File: src/rtl/pe_nic_if.sv
// PE-side bundle of a mesh node: PE send/receive handshakes
// plus the router PE port (pesi/pedi/peri, peso/pedo/pero).
interface pe_nic_if;
   logic        polarity;
   logic        tx_valid;
   logic        tx_ready;
   logic [1:0]  tx_dst_row;
   logic [1:0]  tx_dst_col;
   logic [31:0] tx_payload;
   logic        pesi;
   logic [63:0] pedi;
   logic        peri;
   logic        pero;
   logic [63:0] pedo;
   logic        peso;
   logic        rx_valid;
   logic        rx_ready;
   logic [1:0]  rx_src_row;
   logic [1:0]  rx_src_col;
   logic [31:0] rx_payload;
   logic        err_self;
   logic        err_ovf;

   modport slave (
      input  polarity, tx_valid, tx_dst_row, tx_dst_col, tx_payload,
      input  peri, pedo, peso, rx_ready,
      output tx_ready, pesi, pedi, pero,
      output rx_valid, rx_src_row, rx_src_col, rx_payload,
      output err_self, err_ovf
   );

   modport master (
      output polarity, tx_valid, tx_dst_row, tx_dst_col, tx_payload,
      output peri, pedo, peso, rx_ready,
      input  tx_ready, pesi, pedi, pero,
      input  rx_valid, rx_src_row, rx_src_col, rx_payload,
      input  err_self, err_ovf
   );
endinterface

File: src/rtl/pe_nic.sv
// Mesh network interface for one PE: packs requests into 64-bit
// packets for the router and unpacks ejected packets for the PE.
module pe_nic #(
   parameter int ROW      = 0,
   parameter int COL      = 0,
   parameter int TX_DEPTH = 4,
   parameter int RX_DEPTH = 4
) (
   input  logic    clk,
   input  logic    reset,
   pe_nic_if.slave nic
);
   localparam int TAW = $clog2(TX_DEPTH);
   localparam int RAW = $clog2(RX_DEPTH);
   localparam logic [1:0] MY_ROW = 2'(ROW);
   localparam logic [1:0] MY_COL = 2'(COL);
   localparam logic [TAW:0] TX_FULL = (TAW+1)'(TX_DEPTH);
   localparam logic [RAW:0] RX_FULL = (RAW+1)'(RX_DEPTH);

   logic [62:0]    tx_mem_q [TX_DEPTH];
   logic [TAW-1:0] tx_wp_q, tx_wp_d;
   logic [TAW-1:0] tx_rp_q, tx_rp_d;
   logic [TAW:0]   tx_cnt_q, tx_cnt_d;
   logic           pesi_q, pesi_d;
   logic [63:0]    pedi_q, pedi_d;
   logic           err_self_q, err_self_d;
   logic           tx_full, tx_empty;
   logic           tx_acc, tx_self, tx_push, tx_pop;
   logic           tx_ydir, tx_xdir;
   logic [1:0]     tx_dr, tx_dc;
   logic [62:0]    tx_hdr;

   logic [35:0]    rx_mem_q [RX_DEPTH];
   logic [RAW-1:0] rx_wp_q, rx_wp_d;
   logic [RAW-1:0] rx_rp_q, rx_rp_d;
   logic [RAW:0]   rx_cnt_q, rx_cnt_d;
   logic           pero_q, pero_d;
   logic           err_ovf_q, err_ovf_d;
   logic           rx_empty, rx_push, rx_pop;
   logic [35:0]    rx_head;
   logic           unused_pedo;

   assign unused_pedo = ^{nic.pedo[63:42], nic.pedo[39:34]};

   // Header is built at accept time; vc is stamped at injection.
   always_comb begin
      tx_ydir = nic.tx_dst_row > MY_ROW;
      tx_xdir = nic.tx_dst_col > MY_COL;
      tx_dr   = tx_ydir ? nic.tx_dst_row - MY_ROW
                        : MY_ROW - nic.tx_dst_row;
      tx_dc   = tx_xdir ? nic.tx_dst_col - MY_COL
                        : MY_COL - nic.tx_dst_col;
      tx_hdr  = {tx_ydir, tx_xdir, 5'd0,
                 2'd0, tx_dr, 2'd0, tx_dc,
                 6'd0, MY_ROW, 6'd0, MY_COL,
                 nic.tx_payload};
   end

   always_comb begin
      tx_full  = tx_cnt_q == TX_FULL;
      tx_empty = tx_cnt_q == '0;
      tx_acc   = nic.tx_valid && !tx_full;
      tx_self  = nic.tx_dst_row == MY_ROW &&
                 nic.tx_dst_col == MY_COL;
      tx_push  = tx_acc && !tx_self;
      tx_pop   = !tx_empty && nic.peri;
      tx_wp_d  = tx_push ? tx_wp_q + 1'b1 : tx_wp_q;
      tx_rp_d  = tx_pop ? tx_rp_q + 1'b1 : tx_rp_q;
      tx_cnt_d = tx_cnt_q;
      unique case ({tx_push, tx_pop})
         2'b10:   tx_cnt_d = tx_cnt_q + 1'b1;
         2'b01:   tx_cnt_d = tx_cnt_q - 1'b1;
         default: tx_cnt_d = tx_cnt_q;
      endcase
      pesi_d     = tx_pop;
      pedi_d     = tx_pop ? {nic.polarity, tx_mem_q[tx_rp_q]}
                          : 64'd0;
      err_self_d = err_self_q | (tx_acc & tx_self);
   end

   always_comb begin
      rx_empty = rx_cnt_q == '0;
      rx_push  = nic.peso && pero_q;
      rx_pop   = !rx_empty && nic.rx_ready;
      rx_wp_d  = rx_push ? rx_wp_q + 1'b1 : rx_wp_q;
      rx_rp_d  = rx_pop ? rx_rp_q + 1'b1 : rx_rp_q;
      rx_cnt_d = rx_cnt_q;
      unique case ({rx_push, rx_pop})
         2'b10:   rx_cnt_d = rx_cnt_q + 1'b1;
         2'b01:   rx_cnt_d = rx_cnt_q - 1'b1;
         default: rx_cnt_d = rx_cnt_q;
      endcase
      // pero tracks whether next-cycle occupancy leaves a free slot
      pero_d    = rx_cnt_d < RX_FULL;
      err_ovf_d = err_ovf_q | (nic.peso & ~pero_q);
      rx_head   = rx_empty ? 36'd0 : rx_mem_q[rx_rp_q];
   end

   always_ff @(posedge clk) begin
      if (tx_push) tx_mem_q[tx_wp_q] <= tx_hdr;
      if (rx_push) rx_mem_q[rx_wp_q] <= {nic.pedo[41:40],
                                         nic.pedo[33:32],
                                         nic.pedo[31:0]};
   end

   always_ff @(posedge clk) begin
      if (reset) begin
         tx_wp_q    <= '0;
         tx_rp_q    <= '0;
         tx_cnt_q   <= '0;
         pesi_q     <= 1'b0;
         pedi_q     <= 64'd0;
         err_self_q <= 1'b0;
         rx_wp_q    <= '0;
         rx_rp_q    <= '0;
         rx_cnt_q   <= '0;
         pero_q     <= 1'b1;
         err_ovf_q  <= 1'b0;
      end else begin
         tx_wp_q    <= tx_wp_d;
         tx_rp_q    <= tx_rp_d;
         tx_cnt_q   <= tx_cnt_d;
         pesi_q     <= pesi_d;
         pedi_q     <= pedi_d;
         err_self_q <= err_self_d;
         rx_wp_q    <= rx_wp_d;
         rx_rp_q    <= rx_rp_d;
         rx_cnt_q   <= rx_cnt_d;
         pero_q     <= pero_d;
         err_ovf_q  <= err_ovf_d;
      end
   end

   assign nic.tx_ready   = !tx_full;
   assign nic.pesi       = pesi_q;
   assign nic.pedi       = pedi_q;
   assign nic.pero       = pero_q;
   assign nic.rx_valid   = !rx_empty;
   assign nic.rx_src_row = rx_head[35:34];
   assign nic.rx_src_col = rx_head[33:32];
   assign nic.rx_payload = rx_head[31:0];
   assign nic.err_self   = err_self_q;
   assign nic.err_ovf    = err_ovf_q;
endmodule

File: src/flat_wrapper.sv
// flat-port wrapper written by rule: the top's interface ports become plain ports
module pe_nic_flat 
#(
   parameter int ROW      = 0,
   parameter int COL      = 0,
   parameter int TX_DEPTH = 4,
   parameter int RX_DEPTH = 4
)
  (clk, reset, nic_polarity, nic_tx_valid, nic_tx_dst_row, nic_tx_dst_col, nic_tx_payload, nic_peri, nic_pedo, nic_peso, nic_rx_ready, nic_tx_ready, nic_pesi, nic_pedi, nic_pero, nic_rx_valid, nic_rx_src_row, nic_rx_src_col, nic_rx_payload, nic_err_self, nic_err_ovf);
  pe_nic_if nic_i ();
  input  logic clk;
  input  logic reset;
  input wire logic [$bits(nic_i.polarity)-1:0] nic_polarity;
  input wire logic [$bits(nic_i.tx_valid)-1:0] nic_tx_valid;
  input wire logic [$bits(nic_i.tx_dst_row)-1:0] nic_tx_dst_row;
  input wire logic [$bits(nic_i.tx_dst_col)-1:0] nic_tx_dst_col;
  input wire logic [$bits(nic_i.tx_payload)-1:0] nic_tx_payload;
  input wire logic [$bits(nic_i.peri)-1:0] nic_peri;
  input wire logic [$bits(nic_i.pedo)-1:0] nic_pedo;
  input wire logic [$bits(nic_i.peso)-1:0] nic_peso;
  input wire logic [$bits(nic_i.rx_ready)-1:0] nic_rx_ready;
  output wire logic [$bits(nic_i.tx_ready)-1:0] nic_tx_ready;
  output wire logic [$bits(nic_i.pesi)-1:0] nic_pesi;
  output wire logic [$bits(nic_i.pedi)-1:0] nic_pedi;
  output wire logic [$bits(nic_i.pero)-1:0] nic_pero;
  output wire logic [$bits(nic_i.rx_valid)-1:0] nic_rx_valid;
  output wire logic [$bits(nic_i.rx_src_row)-1:0] nic_rx_src_row;
  output wire logic [$bits(nic_i.rx_src_col)-1:0] nic_rx_src_col;
  output wire logic [$bits(nic_i.rx_payload)-1:0] nic_rx_payload;
  output wire logic [$bits(nic_i.err_self)-1:0] nic_err_self;
  output wire logic [$bits(nic_i.err_ovf)-1:0] nic_err_ovf;
  assign nic_i.polarity = nic_polarity;
  assign nic_i.tx_valid = nic_tx_valid;
  assign nic_i.tx_dst_row = nic_tx_dst_row;
  assign nic_i.tx_dst_col = nic_tx_dst_col;
  assign nic_i.tx_payload = nic_tx_payload;
  assign nic_i.peri = nic_peri;
  assign nic_i.pedo = nic_pedo;
  assign nic_i.peso = nic_peso;
  assign nic_i.rx_ready = nic_rx_ready;
  assign nic_tx_ready = nic_i.tx_ready;
  assign nic_pesi = nic_i.pesi;
  assign nic_pedi = nic_i.pedi;
  assign nic_pero = nic_i.pero;
  assign nic_rx_valid = nic_i.rx_valid;
  assign nic_rx_src_row = nic_i.rx_src_row;
  assign nic_rx_src_col = nic_i.rx_src_col;
  assign nic_rx_payload = nic_i.rx_payload;
  assign nic_err_self = nic_i.err_self;
  assign nic_err_ovf = nic_i.err_ovf;
  pe_nic #(.ROW(ROW), .COL(COL), .TX_DEPTH(TX_DEPTH), .RX_DEPTH(RX_DEPTH)) u_core (.clk(clk), .reset(reset), .nic(nic_i));
endmodule
File: config.mk
export PLATFORM = sky130hd
export DESIGN_NAME = pe_nic_flat
export DESIGN_NICKNAME = d
export VERILOG_FILES = /design/src/rtl/pe_nic_if.sv /design/src/rtl/pe_nic.sv /design/src/flat_wrapper.sv
export SDC_FILE = /design/constraint.sdc
export NUM_CORES = 1
export LEC_CHECK = 0
export BUFFER_PORTS_ARGS = -buffer_cell sky130_fd_sc_hd__buf_4
export CORE_UTILIZATION = 45
export DETAILED_ROUTE_END_ITERATION = 6
export PLACE_DENSITY = 0.68
export SLEW_MARGIN = 30
export SYNTH_ARGS = -nofsm -noshare
export SYNTH_HDL_FRONTEND = slang
export SYNTH_SLANG_ARGS = --single-unit
File: constraint.sdc
create_clock -name clk -period 2.2 [get_ports clk]
set_input_delay 0.33 -clock clk [delete_from_list [all_inputs] [get_ports clk]]
set_output_delay 0.33 -clock clk [all_outputs]
set_load 0.05 [all_outputs]
# [Word level (Yosys, flattened, before mapping)]
# Memories as Yosys holds them, arrays and structs flattened. A register that Yosys moved wholly into a read port is not among the register bits.
# Index checks and enable logic that the tools add are counted.
[totals] register_bits=82 latchBits=0 wordCells=64 ram_bits=296 input_bits=107 n_memories=2 rom_bits=0
[memory_table] memory="u_core.tx_mem_q" depth=4 word_bits=38 rd=1 rd_ports_with_merged_regs=1 wr=1 line_no="pe_nic.sv:20" source="logic [62:0] tx_mem_q [TX_DEPTH];"
[memory_table] memory="u_core.rx_mem_q" depth=4 word_bits=36 rd=1 rd_ports_with_merged_regs=1 wr=1 line_no="pe_nic.sv:33" source="logic [35:0] rx_mem_q [RX_DEPTH];"
[classes] n_reduce_logical=16 div_mod_pow=0 muxes=11 bitwise=6 n_mul=0 n_lt_le_gt_ge=3 add_sub_neg=10 n_shift=0 n_eq_ne=5
[op_table] operator="2-to-1 mux 36 bit" count=1
[op_table] operator="one-hot mux 3 bit (2 select lines)" count=2
[op_table] operator="adder 2 x 1 -> 2 bit (second input constant)" count=4
[op_table] operator="2-to-1 mux 2 bit" count=4
[op_table] operator="adder 3 x 1 -> 3 bit (second input constant)" count=2
[op_table] operator="logical AND 1 bit" count=6
[op_table] operator="zero test 3 bit" count=2
[op_table] operator="subtractor 3 x 1 -> 3 bit (second input constant)" count=2
[op_table] operator="== test 2 x 1 -> 1 bit (second input constant)" count=2
[op_table] operator="== test 2 bit (second input constant)" count=2
[op_table] operator="greater-than comparator 2 x 1 -> 1 bit (second input constant)" count=2
[op_table] operator="zero test 1 bit" count=4
[op_table] operator="zero test 2 bit" count=2
[op_table] operator="2-to-1 mux 1 bit" count=4
[op_table] operator="subtractor 1 x 2 -> 2 bit (first input constant)" count=2
[op_table] operator="== test 3 bit (second input constant)" count=1
[op_table] operator="< comparator 3 bit (second input constant)" count=1
[op_table] operator="bitwise AND 1 bit" count=2
[op_table] operator="inverter 1 bit" count=2
[op_table] operator="OR 1 bit" count=2
[op_table] operator="nonzero test 2 bit" count=1
[op_table] operator="OR reduction 2 bit" count=1

# [Logic depth before layout (Yosys ltp)]
[depth] ltp_word=6 mapped_depth=12 ltp_nobuf=11

# [Worst setup path after synthesis]
# No wires, ideal clock.
[synth_timing] kind="register -> register" startpoint="register u_core.tx_cnt_q[0]" endpoint="register u_core.tx_cnt_q[2]" setup_ns=0.070 arrival_ns=2.435 path_slack_ns=-0.305 required_time_ns=2.130 path_stages_with_launch=11 cell_sequence="dfxtp_1 > or3b_4 > and3_4 > buf_6 > inv_1 > ha_1 > inv_1 > fa_1 > xor2_1 > or3_2 > a21oi_1"
[synth_via] elab_chain_cells=6 word_cells_on_any_way=13
[synth_lines] item="from (decl)" line_no="pe_nic.sv:23" source="logic [TAW:0] tx_cnt_q, tx_cnt_d;"
[synth_lines] item="from (signal assigned)" line_no="pe_nic.sv:122" source="tx_cnt_q <= tx_cnt_d;"
[synth_lines] item="== test 3 bit (*)" line_no="pe_nic.sv:60" source="tx_full = tx_cnt_q == TX_FULL;"
[synth_lines] item="zero test 1 bit (*)"
[synth_lines] item="net nic_tx_ready" line_no="flat_wrapper.sv:22" source="output wire logic [$bits(nic_i.tx_ready)-1:0] nic_tx_ready;"
[synth_lines] item="logical AND 1 bit (*)" line_no="pe_nic.sv:62" source="tx_acc = nic.tx_valid && !tx_full;"
[synth_lines] item="logical AND 1 bit (*)" line_no="pe_nic.sv:65" source="tx_push = tx_acc && !tx_self;"
[synth_lines] item="== test 2 x 1 -> 1 bit / == test 2 bit (equally long branches)" line_no="pe_nic.sv:70" source="unique case ({tx_push, tx_pop})"
[synth_lines] item="one-hot mux 3 bit (2 select lines) / nonzero test 2 bit (equally long branches)"
# The timed path passes the listed nets; every way through them passes the cells marked *.
# A chain may end at the register's enable or synchronous reset.

==> impl_metrics.ini <==
[outcome]
violations = setup timing
status = complete, but fails checks

[power_and_ir_drop]
p_per_area_nw_per_um2 = 1270
peakVddDrop_mv = 0.748
leakagePower_nw = 6.12

[cells_and_area]
drive_above_1_share_pct = 39.3
final_util_pct = 59.2
finalNetCount = 1020
syn_to_final_growth_pct = 29.0
stdcell_count = 1312
register_area_um2 = 10100
antenna_cells = 0
fill_cells = 2058
multi_input_area_um2 = 3000

[timing]
clock_skew_ns = 0.0156
final.setup.worst_slack_ns = -0.129
fmax_mhz = 429
drv_slew = 0
rsz0062_at_grt = yes
finalSetupViolations = 36
timing.final.crit_share_pct = 106
hold_viol = 0
period_minus_slack_ns = 2.33

[setup_path]
crit_arrival_ns = 2.00
cp.required_ns = 1.87
crit_path_max_fanout = 5
r2r_slack_ns = 0.05
worst_setup_path_end_kind = primary output
r2r_end = u_core.tx_cnt_q[2]$_SDFFE_PP0P_
r2r_cells = 9
slowest_delay_ns = 0.50
setup.worst_path.start_class = flop
worstSetupPathType = flop to primary output
cp_common_cell = buf_12
path_cells = buf_12, buf_12, mux4_2, nor2b_1, buf_6
crit_path_top_delay_cell = mux4_2
reg2reg_from = u_core.tx_cnt_q[2]$_SDFFE_PP0P_

[floorplan]
die_area_um2 = 30100
die_x_um = 173
initial_core_util_pct = 45.9
die_y_um = 173
row_count = 62
io_pins = 213
coreArea_um2 = 28800

[clock_tree]
clock_latency_ns = 0.52
cts_buffers = 37
cts_tree = built
cts_htree_levels = 2
cts_root_buf = clkbuf_16
clk_pin_slew_ns = 0.06
clock_sinks = 355
clock_path_buffers = 3

[drt]
drc_errors = 0
drt_first_pass_iters = 4
routedWlPerCell_um = 18.2
drt_iter0_markers = 366
drtAntennaViolNets = 0
wirelength_um = 23900
vias_per_cell = 4.93
vias = 6471

[synth]
synth_seq_cells = 355
yosysSeqAreaShare_pct = 76.2
synth_edf_count = 296
synth_async_sr_flop_share_pct = 0
syn_area_per_cell_um2 = 20.1
synth_warnings = 0
netlist_area_um2 = 13200
synthCells = 656
synthFlopType = edfxtp_1
netlist-cell-type-count = 34

[grt]
grt_antenna_before_repair = 0
grt_pass1_vias = 6761
grt_pass1_wl_um = 37300
grtUsageTotal_pct = 16.1
overflow = 0
grt_max_degree = 40

[placement]
placed_cells = 1200
routabilityCongestion = 0.694
io_buffers = 159
dp_hpwl_um = 14000

[worst_hold_path]
worstHoldPathCells = 1
hp-class = input port to flop
min_to = u_core.tx_mem_q[3][24]$_DFFE_PP_
hp-start = nic_tx_payload[24]

[job]
max_cap_violations = 0
[critical path: cells and delay by family (launching register included)]
| kind | cells | cell delay (ns) |
|---|---|---|
| muxes | 1 | 0.50 |
| DFF | 1 | 0.41 |
| buffers and inverters | 3 | 0.40 |
| and+or+nand+nor | 1 | 0.17 |
[per-layer routing]
| layer | GRT usage (%) | share of wire [%] |
|---|---|---|
| met5 | 0 | 0 |
| met1 | 20.8 | 41 |
| met3 | 5.04 | 8.1 |
| met2 | 26.7 | 49 |
| met4 | 4.17 | 1.6 |
[cells in the mapped netlist, drive strengths merged (2+ instances only)]
cell type | n | share of area, %
mux2i | 3 | 0.23
nor2 | 17 | 0.48
nand2b | 2 | 0.095
or3 | 2 | 0.10
a21oi | 5 | 0.19
ha | 12 | 1.1
nor2b | 37 | 1.8
buf | 38 | 2.1
xnor2 | 2 | 0.13
mux2 | 2 | 0.20
o31ai | 2 | 0.11
mux4 | 74 | 13
edfxtp | 296 | 67
dfxtp | 59 | 8.9
and3 | 5 | 0.27
o21ai | 4 | 0.15
inv | 18 | 0.51
and2 | 43 | 2.1
clkbuf | 15 | 0.43
xor2 | 6 | 0.40
fa | 2 | 0.30
nand2 | 6 | 0.17
[worst max path at each step]
stage	start	end	cells after the start
6_report	flop	nic_rx_payload[1]	5
5_1_grt	flop	nic_rx_payload[12]	5
4_1_cts	flop	nic_rx_src_row[0]	5
3_5_place_dp	nic_tx_dst_col[1]	u_core.tx_cnt_q[2]$_SDFFE_PP0P_	12
3_3_place_gp	nic_tx_dst_col[1]	u_core.tx_cnt_q[2]$_SDFFE_PP0P_	12
2_1_floorplan	u_core.tx_cnt_q[1]$_SDFFE_PP0P_	u_core.tx_cnt_q[2]$_SDFFE_PP0P_	10
[repair_timing]
| action | 4_1_cts | 5_1_grt |
|---|---|---|
| endpoints found under the hold margin | 128 | 3 |
| setup endpoints to repair | 36 | 38 |
| pin swaps | 0 | 1 |
| cloned | 2 | 0 |
| gates resized for setup | 68 | 18 |
| hold buffers | 34 | 1 |
| buffers inserted | 5 | 4 |
[layout make-up]
| cell class | instances | area share [%] |
|---|---|---|
| Clock buffer | 50 | 5.78 |
| Clock inverter | 18 | 1.25 |
| Inverter | 18 | 0.411 |
| Multi-Input combinational cell | 254 | 17.6 |
| Sequential cell | 355 | 59.1 |
| Tap cell | 384 | 2.82 |
| Timing Repair Buffer | 233 | 13.0 |
[cell usage in the layout (no fill, tap or decap), drive strengths merged, types with 6 or more instances in the layout]
master	Yosys	final
edfxtp	296	296
buf	38	197
mux4	74	74
dfxtp	59	59
clkbuf	15	51
and2	43	43
nor2b	37	37
dlygate4sd3	0	35
conb	1	25
inv	18	21
nor2	17	17
ha	12	12
clkinv	0	9
nand2	6	6
xor2	6	6
[logic make-up (layout without fill, tap and decap cells)]
logic type | after synthesis | count (layout) | share of synthesized area (%)
AO/OA/AOI/OAI | 13 | 13 | 0.587
AND/OR/NAND/NOR | 115 | 115 | 5.11
flip-flops | 355 | 355 | 76.2
other | 1 | 25 | 0.0284
buffers and inverters | 71 | 319 | 3.05
XOR/XNOR | 8 | 8 | 0.530
adder cells (fa/ha/maj) | 14 | 14 | 1.44
multiplexers | 79 | 79 | 13.0
[where the power goes]
part	internal (mW)	leakage [nW]	switching, mW
Combinational	3.14	2.34	3.99
Sequential	8.13	3.19	0.298
Clock	3.65	0.579	2.44
[sequential cells by signal, summed over array words and instances, names as in the netlist, 3 cells and up, named ones only]
name and count:
u_core.nic.pedi 39, u_core.rx_mem_q 144, u_core.tx_mem_q 152, u_core.tx_cnt_q 3
[per-stage QoR]
stage	total power, mW	worst slack (ns)	cell area (µm²)	TNS (ns)	hold WS [ns]
floorplan	12.9	-0.124	13300	-0.124	0.429
global placement	14.8	-0.0245	15100	-0.0245	0.451
detailed placement	14.9	-0.0815	15100	-0.0815	0.457
CTS	21.8	-0.141	17000	-4.57	0.000184
global route	22.5	-0.186	17100	-5.42	0.00295
finish	21.6	-0.129	17100	-2.95	0.0177
No activity file was read; power rests on OpenSTA's default activity.
